**config.mk**
```make
export PLATFORM = sky130hd
export DESIGN_NAME = sem_sequencer_flat
export DESIGN_NICKNAME = d
export VERILOG_FILES = /design/src/rtl/sem_sequencer_if.sv /design/src/rtl/sem_sequencer.sv /design/src/flat_wrapper.sv
export SDC_FILE = /design/constraint.sdc
export NUM_CORES = 1
export LEC_CHECK = 0
export BUFFER_PORTS_ARGS = -buffer_cell sky130_fd_sc_hd__buf_4
export CAP_MARGIN = 20
export CORE_MARGIN = 2
export CORE_UTILIZATION = 57
export DETAILED_ROUTE_END_ITERATION = 7
export PLACE_DENSITY = 0.95
export SLEW_MARGIN = 20
export SYNTH_ARGS = -nofsm -noshare
export SYNTH_HDL_FRONTEND = slang
export SYNTH_SLANG_ARGS = --single-unit
```
**constraint.sdc**
```tcl
create_clock -name clock -period 3.73 [get_ports clock]
set_input_delay 0.1865 -clock clock [delete_from_list [all_inputs] [get_ports clock]]
set_output_delay 0.1865 -clock clock [all_outputs]
set_load 0.005 [all_outputs]
```
**src/rtl/sem_sequencer_if.sv**
```systemverilog
// Select/address/read request bus between a requester and a responder.
// Used twice by sem_sequencer: once facing the CPU address/read queue
// (sequencer is the responder) and once facing the semaphore unit
// (sequencer is the requester).
interface sem_sequencer_if;
   logic        sel;    // responder is addressed
   logic [8:3]  aq;     // semaphore number
   logic        read;   // 1 = P (wait), 0 = V (signal)
   logic [31:0] rq;     // result for the read queue
   logic        wrq;    // read-queue write strobe
   logic        done;   // operation finished

   modport master (output sel, aq, read, input  rq, wrq, done);
   modport slave  (input  sel, aq, read, output rq, wrq, done);
endinterface

```
**src/rtl/sem_sequencer.sv**
```systemverilog
// sem_sequencer: turns a CPU P (wait) into a blocking acquire by retrying the
// semaphore unit with randomized exponential backoff. V passes straight through.
// Optional feature macro: SEMSEQ_TIMEOUT_EN -- give up after MAXRETRY retries
// and hand the CPU a zero result instead of retrying forever.
module sem_sequencer #(
   parameter int unsigned MAXBACKOFF_LOG2 = 8,    // 1..15
   parameter int unsigned MAXRETRY        = 255   // used only with SEMSEQ_TIMEOUT_EN
) (
   input  logic            clock,
   input  logic            reset,
   input  logic [3:0]      whichCore,
   sem_sequencer_if.slave  cpu,
   sem_sequencer_if.master sem,
   output logic            seqBusy
);
   localparam int unsigned WW = MAXBACKOFF_LOG2 + 1;
   localparam logic [WW-1:0] WIN_ONE = {{MAXBACKOFF_LOG2{1'b0}}, 1'b1};
   localparam logic [WW-1:0] WIN_MAX = {1'b1, {MAXBACKOFF_LOG2{1'b0}}};
   localparam logic [7:0]    MAXRETRY_C = 8'(MAXRETRY);

   typedef enum logic [1:0] {S_IDLE, S_ISSUE, S_BACKOFF, S_FINISH} state_t;

   state_t         state_q, state_d;
   logic [8:3]     sem_num_q, sem_num_d;
   logic           op_q, op_d;
   logic [31:0]    result_q, result_d;
   logic [WW-1:0]  window_q, window_d;
   logic [WW-1:0]  bcnt_q, bcnt_d;
   logic [7:0]     retries_q, retries_d;
   logic [15:0]    lfsr_q, lfsr_d;
   logic           retry_exhausted;

   // 16-bit Fibonacci LFSR, taps 16,14,13,11
   function automatic logic [15:0] lfsr_step(input logic [15:0] v);
      return {v[14:0], v[15] ^ v[13] ^ v[12] ^ v[10]};
   endfunction

   // Random wait in 1..window (window is always a power of two)
   function automatic logic [WW-1:0] backoff_len(input logic [15:0] rnd, input logic [WW-1:0] win);
      return (rnd[WW-1:0] & (win - WIN_ONE)) + WIN_ONE;
   endfunction

   // Double the window, clamped at 2^MAXBACKOFF_LOG2
   function automatic logic [WW-1:0] window_grow(input logic [WW-1:0] win);
      return win[WW-1] ? WIN_MAX : (win << 1);
   endfunction

   // Retry counter saturates instead of wrapping
   function automatic logic [7:0] sat_inc8(input logic [7:0] v);
      return (v == 8'hFF) ? v : v + 8'd1;
   endfunction

`ifdef SEMSEQ_TIMEOUT_EN
   assign retry_exhausted = (retries_q == MAXRETRY_C);
`else
   logic retry_unused;
   assign retry_exhausted = 1'b0;
   assign retry_unused    = ^{retries_q, MAXRETRY_C};
`endif

   // Next-state: request acceptance, retry decision and backoff countdown
   always_comb begin
      state_d   = state_q;
      sem_num_d = sem_num_q;
      op_d      = op_q;
      result_d  = result_q;
      window_d  = window_q;
      bcnt_d    = bcnt_q;
      retries_d = retries_q;
      lfsr_d    = lfsr_step(lfsr_q);
      case (state_q)
         S_IDLE: begin
            if (cpu.sel) begin
               sem_num_d = cpu.aq;
               op_d      = cpu.read;
               result_d  = '0;
               window_d  = WIN_ONE;
               retries_d = '0;
               state_d   = S_ISSUE;
            end
         end
         S_ISSUE: begin
            if (sem.done) begin
               if (!op_q) begin
                  state_d = S_FINISH;
               end else if (sem.wrq && (sem.rq != '0)) begin
                  result_d = sem.rq;
                  state_d  = S_FINISH;
               end else if (retry_exhausted) begin
                  result_d = '0;
                  state_d  = S_FINISH;
               end else begin
                  bcnt_d    = backoff_len(lfsr_q, window_q);
                  window_d  = window_grow(window_q);
                  retries_d = sat_inc8(retries_q);
                  state_d   = S_BACKOFF;
               end
            end
         end
         S_BACKOFF: begin
            if (bcnt_q == WIN_ONE) state_d = S_ISSUE;
            else                   bcnt_d  = bcnt_q - WIN_ONE;
         end
         S_FINISH: state_d = S_IDLE;
         default:  state_d = S_IDLE;
      endcase
   end

   // Control state with synchronous reset; LFSR reseeds from the core number
   always_ff @(posedge clock) begin
      if (reset) begin
         state_q   <= S_IDLE;
         window_q  <= WIN_ONE;
         bcnt_q    <= WIN_ONE;
         retries_q <= '0;
         lfsr_q    <= {12'hACE, whichCore};
      end else begin
         state_q   <= state_d;
         window_q  <= window_d;
         bcnt_q    <= bcnt_d;
         retries_q <= retries_d;
         lfsr_q    <= lfsr_d;
      end
   end

   // Latched request and result; only observed through state-gated outputs
   always_ff @(posedge clock) begin
      sem_num_q <= sem_num_d;
      op_q      <= op_d;
      result_q  <= result_d;
   end

   // Outputs decoded from state so everything is zero outside issue/finish
   always_comb begin
      sem.sel  = 1'b0;
      sem.aq   = '0;
      sem.read = 1'b0;
      cpu.done = 1'b0;
      cpu.wrq  = 1'b0;
      cpu.rq   = '0;
      case (state_q)
         S_ISSUE: begin
            sem.sel  = 1'b1;
            sem.aq   = sem_num_q;
            sem.read = op_q;
         end
         S_FINISH: begin
            cpu.done = 1'b1;
            cpu.wrq  = op_q;
            if (op_q) cpu.rq = result_q;
         end
         default: ;
      endcase
   end

   assign seqBusy = (state_q != S_IDLE);
endmodule

```
**src/flat_wrapper.sv**
```systemverilog
// flat-port wrapper written by rule: the top's interface ports become plain ports
module sem_sequencer_flat 
#(
   parameter int unsigned MAXBACKOFF_LOG2 = 8,            
   parameter int unsigned MAXRETRY        = 255                                      
)
  (clock, reset, whichCore, seqBusy, cpu_sel, cpu_aq, cpu_read, cpu_rq, cpu_wrq, cpu_done, sem_sel, sem_aq, sem_read, sem_rq, sem_wrq, sem_done);
  sem_sequencer_if cpu_i ();
  sem_sequencer_if sem_i ();
  input  logic clock;
  input  logic reset;
  input  logic [3:0] whichCore;
  output logic seqBusy;
  input wire logic [$bits(cpu_i.sel)-1:0] cpu_sel;
  input wire logic [$bits(cpu_i.aq)-1:0] cpu_aq;
  input wire logic [$bits(cpu_i.read)-1:0] cpu_read;
  output wire logic [$bits(cpu_i.rq)-1:0] cpu_rq;
  output wire logic [$bits(cpu_i.wrq)-1:0] cpu_wrq;
  output wire logic [$bits(cpu_i.done)-1:0] cpu_done;
  output wire logic [$bits(sem_i.sel)-1:0] sem_sel;
  output wire logic [$bits(sem_i.aq)-1:0] sem_aq;
  output wire logic [$bits(sem_i.read)-1:0] sem_read;
  input wire logic [$bits(sem_i.rq)-1:0] sem_rq;
  input wire logic [$bits(sem_i.wrq)-1:0] sem_wrq;
  input wire logic [$bits(sem_i.done)-1:0] sem_done;
  assign cpu_i.sel = cpu_sel;
  assign cpu_i.aq = cpu_aq;
  assign cpu_i.read = cpu_read;
  assign cpu_rq = cpu_i.rq;
  assign cpu_wrq = cpu_i.wrq;
  assign cpu_done = cpu_i.done;
  assign sem_sel = sem_i.sel;
  assign sem_aq = sem_i.aq;
  assign sem_read = sem_i.read;
  assign sem_i.rq = sem_rq;
  assign sem_i.wrq = sem_wrq;
  assign sem_i.done = sem_done;
  sem_sequencer #(.MAXBACKOFF_LOG2(MAXBACKOFF_LOG2), .MAXRETRY(MAXRETRY)) u_core (.clock(clock), .reset(reset), .whichCore(whichCore), .cpu(cpu_i), .sem(sem_i), .seqBusy(seqBusy));
endmodule
```
## Yosys cells after proc, flatten, opt, wreduce, memory -nomap -nowiden

Index checks and enable logic that the tools add are counted.

- Register bits: 75
- Bits of input ports: 48
- Output and inout bits: 43
- Word-level logic and storage cells: 67

- $add $sub $neg: 3
- Eq/ne operators: 11
- Muxes and demuxes: 30
- Bitwise gates (word level): 4
- Reductions and logical operators: 11

Operators by type and width:

| operator | number |
|---|---|
| 32-bit two-way mux | 6 |
| 9-bit two-way mux | 9 |
| 32-bit one-hot mux with 2 select lines | 1 |
| 9-bit one-hot mux with 2 select lines | 2 |
| 32-bit nonzero test | 1 |
| 9-bit by 1-bit subtractor with 9-bit output (second input constant) | 2 |
| 5-bit AND reduction | 3 |
| 9-bit by 1-bit adder with 9-bit output (second input constant) | 1 |
| 9-bit AND | 1 |
| 9-bit by 1-bit equality test with 1-bit output (second input constant) | 1 |
| 2-bit two-way mux | 4 |
| 2-bit != test (second input constant) | 4 |
| 2-bit one-hot mux with 4 select lines | 1 |
| 6-bit two-way mux | 1 |
| 2-bit by 1-bit != test with 1-bit output (second input constant) | 3 |
| 2-bit nonzero test | 3 |
| 1-bit two-way mux | 5 |
| 2-bit equality test (second input constant) | 2 |
| 4-bit two-way mux | 1 |
| 3-bit AND reduction | 1 |
| 1-bit bitwise XOR | 3 |
| 2-bit by 1-bit equality test with 1-bit output (second input constant) | 1 |
| 2-bit logical NOT | 1 |
| 2-bit AND reduction | 1 |
| 1-bit logical AND | 1 |

## Logic depth before layout (Yosys ltp)

- Depth in word-level cells: 7
- Gate-level depth with buffers: 9
- Mapped depth without buffers: 9

## Worst setup path before layout

Ideal clock, no wire load.

- Kind: register -> register
- From: reg u_core.state_q[0]
- To: reg u_core.result_q[0], enable pin
- Library setup time: 0.422 ns
- Arrival time: 2.026 ns
- Required time: 3.308 ns
- Path slack: 1.282 ns
- Stages on the path, launching flop included: 4
- Buffers on the path: 0
- Clock period less this slack: 2.448 ns
- Cell sequence: dfxtp_1 -> nand3_1 -> o21a_1 -> nor2_1

- Word-level cells in the longest chain between the ends: 3

RTL lines:

| what | line | source |
|---|---|---|
| from (decl) | sem_sequencer.sv:23 | `state_t state_q, state_d;` |
| from (signal assigned) | sem_sequencer.sv:118 | `state_q <= state_d;` |
| 2-bit by 1-bit equality test with 1-bit output / 2-bit logical NOT (equally long branches) | sem_sequencer.sv:71 | `case (state_q)` |
| 2-bit by 1-bit != test with 1-bit output (no line) (tied with other cells) | n/a |  |
| 5-bit AND reduction (no line) * | n/a |  |
| to (signal assigned) | sem_sequencer.sv:130 | `result_q <= result_d;` |
| to (decl) | sem_sequencer.sv:26 | `logic [31:0] result_q, result_d;` |

Every way passes the cells marked *; elsewhere a longest branch is shown, timed or not.
A chain may end at the register's enable or synchronous reset.

## Worst setup path in the final report

- From: reg u_core.bcnt_q[2]
- To: reg u_core.bcnt_q[3]

- Word-level cells in the longest chain between the ends: 3

RTL lines:

| what | line | source |
|---|---|---|
| from (decl) | sem_sequencer.sv:28 | `logic [WW-1:0] bcnt_q, bcnt_d;` |
| from (signal assigned) | sem_sequencer.sv:120 | `bcnt_q <= bcnt_d;` |
| 9-bit by 1-bit subtractor with 9-bit output / 9-bit by 1-bit equality test with 1-bit output (equally long branches) | sem_sequencer.sv:102, sem_sequencer.sv:101 |  |
| 9-bit two-way mux / 2-bit != test (equally long branches) | n/a |  |
| 9-bit one-hot mux with 2 select lines / 5-bit AND reduction (equally long branches) | n/a |  |

Parallel ways exist; a longest one is shown, timed or not. The select of a mux whose other input is x is not followed.

==> results.md <==
- The worst hold path stage count is 1.
- For the worst setup path, the data arrival time is 2770 ps.
- The post-synthesis cell type count is 51.
- The core region is 0.00603 mm2.
- Leaving out fill and tap cells, the most frequent cells in the layout are buf_4 (92), and2_1 (74), edfxtp_1 (39).
- For this configuration, the core starts out at a cell density of 59.8%.
- The area enclosed by the die boundary is 0.00697 mm2.
- The worst setup path is of the reg -> reg kind.
- The count of flip-flops with a built-in enable after synthesis is 39.
- The net count of the finished layout is 487.
- The final hold violation count is 0.
- The residual antenna-violating net count after detailed routing is 0.
- The H-tree was split into 3 levels.
- The async set-reset flop share out of synthesis is 0%.
- The routed wire length per instance is 15.2 um.
- Entering global routing, the biggest net connects 43 pins.
- The area growth from synthesis to layout is 26.1%.
- The required arrival time at the worst endpoint is 3970 ps.
- The source-to-sink clock delay at the later pin of the worst-skew pair is 350 ps.
- On the final layout, the worst clock skew is about 7 ps.
- The number of top-level pins is 91.
- The congestion estimate from routability-driven global placement came to ~0.83.
- The clock-pin transition on the worst setup and hold timing paths is 80 ps.
- The iteration-0 DRC count of the detailed router is 190.
- The flow ran to the end, and the final reports show no timing, DRC or antenna violations.
- The Yosys step of the flow raised 0 warnings.
- The worst relative slew slack is between 30% and 40%.
- Sorting the synthesized cells by area gives the leading types as edfxtp_1 (33%), dfxtp_1 (20%), and2_1 (13%).
- The number of antenna violations at the first check in global routing was 0.
- The number of buffers added to fix hold violations after cts is 0.
- In this run the post-CTS setup repair buffer count came out at 0.
- The most frequently used flop master after synthesis is edfxtp_1.
- The number of DRC violations after detailed routing is 0.
- The library cell used most frequently in the layout, excluding fill and tap cells, is buf_4.
- The overall power after layout is 1.79 mW.
- At the end of the flow the core is filled with cells to 75.4%.
- The max capacitance violation total is 0.
- The number of cells traversed by the worst register-to-register path is 6.
- The sequential share of the synthesized area is a little over half.
- The amount of wire on met2 after detailed routing is 4000 um.
- The total count of max-transition violations in the final report is 0.
- The analysis attributes to cell leakage a power of 1.87 nW.
- Setup violations remaining at the end of the flow were counted as 0.
- Buffers placed on the I/O ports in this run total 90.
- Setup repair after global routing left no endpoint under its margin.
- The post-cts gate resize count is 0.
- In the post-route analysis, the smallest setup slack over all paths is 1200 ps.
- The horizontal extent of the die is roughly 83 um.
- For this block, wires on met1 add up to between 3000 and 4000 um.
- The worst ir drop on vdd is 0.000346 V.
- The buffer cell driving the clock tree root is clkbuf_8.
- The worst path needs 2530 ps of the cycle, external delays included.
- The first-pass GRT wire length is between 10000 and 15000 um.
- The worst min-delay path category is in -> reg.
- The cell area after synthesis is 0.00360 mm2.
- The tightest hold path in the finished design has a slack of 7.73 ps.
- Across all layers, the routed design uses 2879 vias.
- The total inserted antenna cells is 0.
- The kind of capture point of the worst setup path is a register.
- Synthesis produced 348 cells.
- Timing would allow up to 396 MHz.
- Global routing finished with a remaining overflow of 0.
- Signal routing reaches up to met4.
- The synthesized design spends more area on one cell type than any other, namely edfxtp_1.
- The portion of the clock cycle consumed by the worst path in the final layout is 67.8%.
- Power spread over the standard cell area amounts to a little under 400 mW/mm2.
- The first TritonRoute pass finished after 4 iterations.
- The routed length on met3 is 569 um.
- In this run the biggest area consumer among cell types represents 32.5% of the synthesized area.
- The maximum count of clock buffers along a single path is 2.
- The via count of the first global-routing pass is between 2000 and 3000.
- In this run, synthesis produced a sequential element count of 75.
- The HPWL after detailed placement is 5640 um.
- In this run the core area contains 28 standard-cell rows.
- The total length of routed wires is 7850 um.
- The worst slack at placement is 1260 ps.
- The category of the worst setup path launch point is a register.
- After detailed routing, the number of vias per cell comes to 5.59.
- For this run, the total global-route usage over all layers was measured as 23.0%.
- The setup TNS after final layout is 0 ps.
- The TritonCTS clock tree is done.
- The transition time at the pin with the least slew margin is 925 ps.
- Clock tree synthesis found a total of 75 sinks.
- In this run the worst path has a maximum fanout of 15.
- Dividing the synthesized area by the synthesized cell count gives just over 10 um2.
- The post-route netlist has a little under a third of its cells at a drive strength greater than 1.
- The total clock buffers created by CTS is 9.
- The synthesized net count is 400.
- The die extent in y is 83.5 um.
metal layers:
metal	vias up	global-route usage [%]
met4	0	10.3
met3	15	4.65
met5	-	0
met2	117	38.5
met1	1351	29.1
li1	1396	-
cell usage after synthesis, types with 2 or more instances:
library cell	instances
a211o_1	3
a211oi_1	2
a21oi_1	17
a31oi_1	4
and2_1	74
and3_1	3
clkbuf_1	15
dfxtp_1	36
edfxtp_1	39
ha_1	4
inv_1	8
mux2_2	5
nand2_1	19
nand2b_1	3
nand3_1	4
nand3b_1	7
nand4_1	3
nor2_1	18
nor2b_1	12
nor3_1	4
nor4_1	10
o211ai_1	3
o21a_1	2
o21ai_0	7
o41ai_1	2
or2_2	9
or4_1	2
xnor2_1	6
xor2_1	5
registers in the layout (all words and copies together), names as in the netlist:
name              cells
u_core.result_q      32
u_core.window_q       9
u_core.bcnt_q         9
u_core.sem_num_q      6
u_core.op_q           1
u_core.lfsr_q        16
u_core.state_q        2
area by class of cell:
type,count,area (um2)
Clock buffer,12,165
Timing Repair Buffer,92,691
Sequential cell,75,1890
Fill cell,409,1480
Multi-Input combinational cell,249,1620
Clock inverter,4,46.3
Inverter,8,30.0
Tap cell,75,93.8
final timing paths:
| path | startpoint | end | slack, ps |
|---|---|---|---|
| worst min-delay path | cpu_read | u_core.op_q$_DFFE_PP_ | 8 |
| worst max register to register | u_core.bcnt_q[2]$_SDFFE_PP0P_ | u_core.bcnt_q[3]$_SDFFE_PP0P_ | 1200 |
| worst min register to register | u_core.lfsr_q[14]$_SDFF_PP0_ | u_core.lfsr_q[15]$_SDFF_PP1_ | 410 |
| worst max-delay path | u_core.bcnt_q[2]$_SDFFE_PP0P_ | u_core.bcnt_q[3]$_SDFFE_PP0P_ | 1200 |
worst max-delay path: stages (launching register included):
cell      delay (ps)
dfxtp_1          360
nor4_2           540
nand4_1          190
nand2_1          150
a21boi_1         760
nor2_1           120
o221a_2          300
per-stage QoR:
step,instances,cell area [um2]
after detailed placement,499,4330
after CTS,515,4540
final,515,4540
after global routing,515,4540
after global placement,499,4330
after floorplan,348,3600
power by group:
| part | switching [mW] | internal (mW) | total [mW] |
|---|---|---|---|
| Clock | 0.286 | 0.362 | 0.647 |
| Combinational | 0.0939 | 0.0963 | 0.190 |
| Sequential | 0.0224 | 0.934 | 0.956 |
cell families after synthesis:
logic type,after synthesis,synth area share (%)
AND/OR/NAND/NOR,176,28.9
flip-flops,75,52.5
AO/OA/AOI/OAI,52,10.2
buffers and inverters,24,2.54
XOR/XNOR,11,2.67
multiplexers,6,1.84
adder cells (fa/ha/maj),4,1.39
Power figures use the tool's default switching activity.
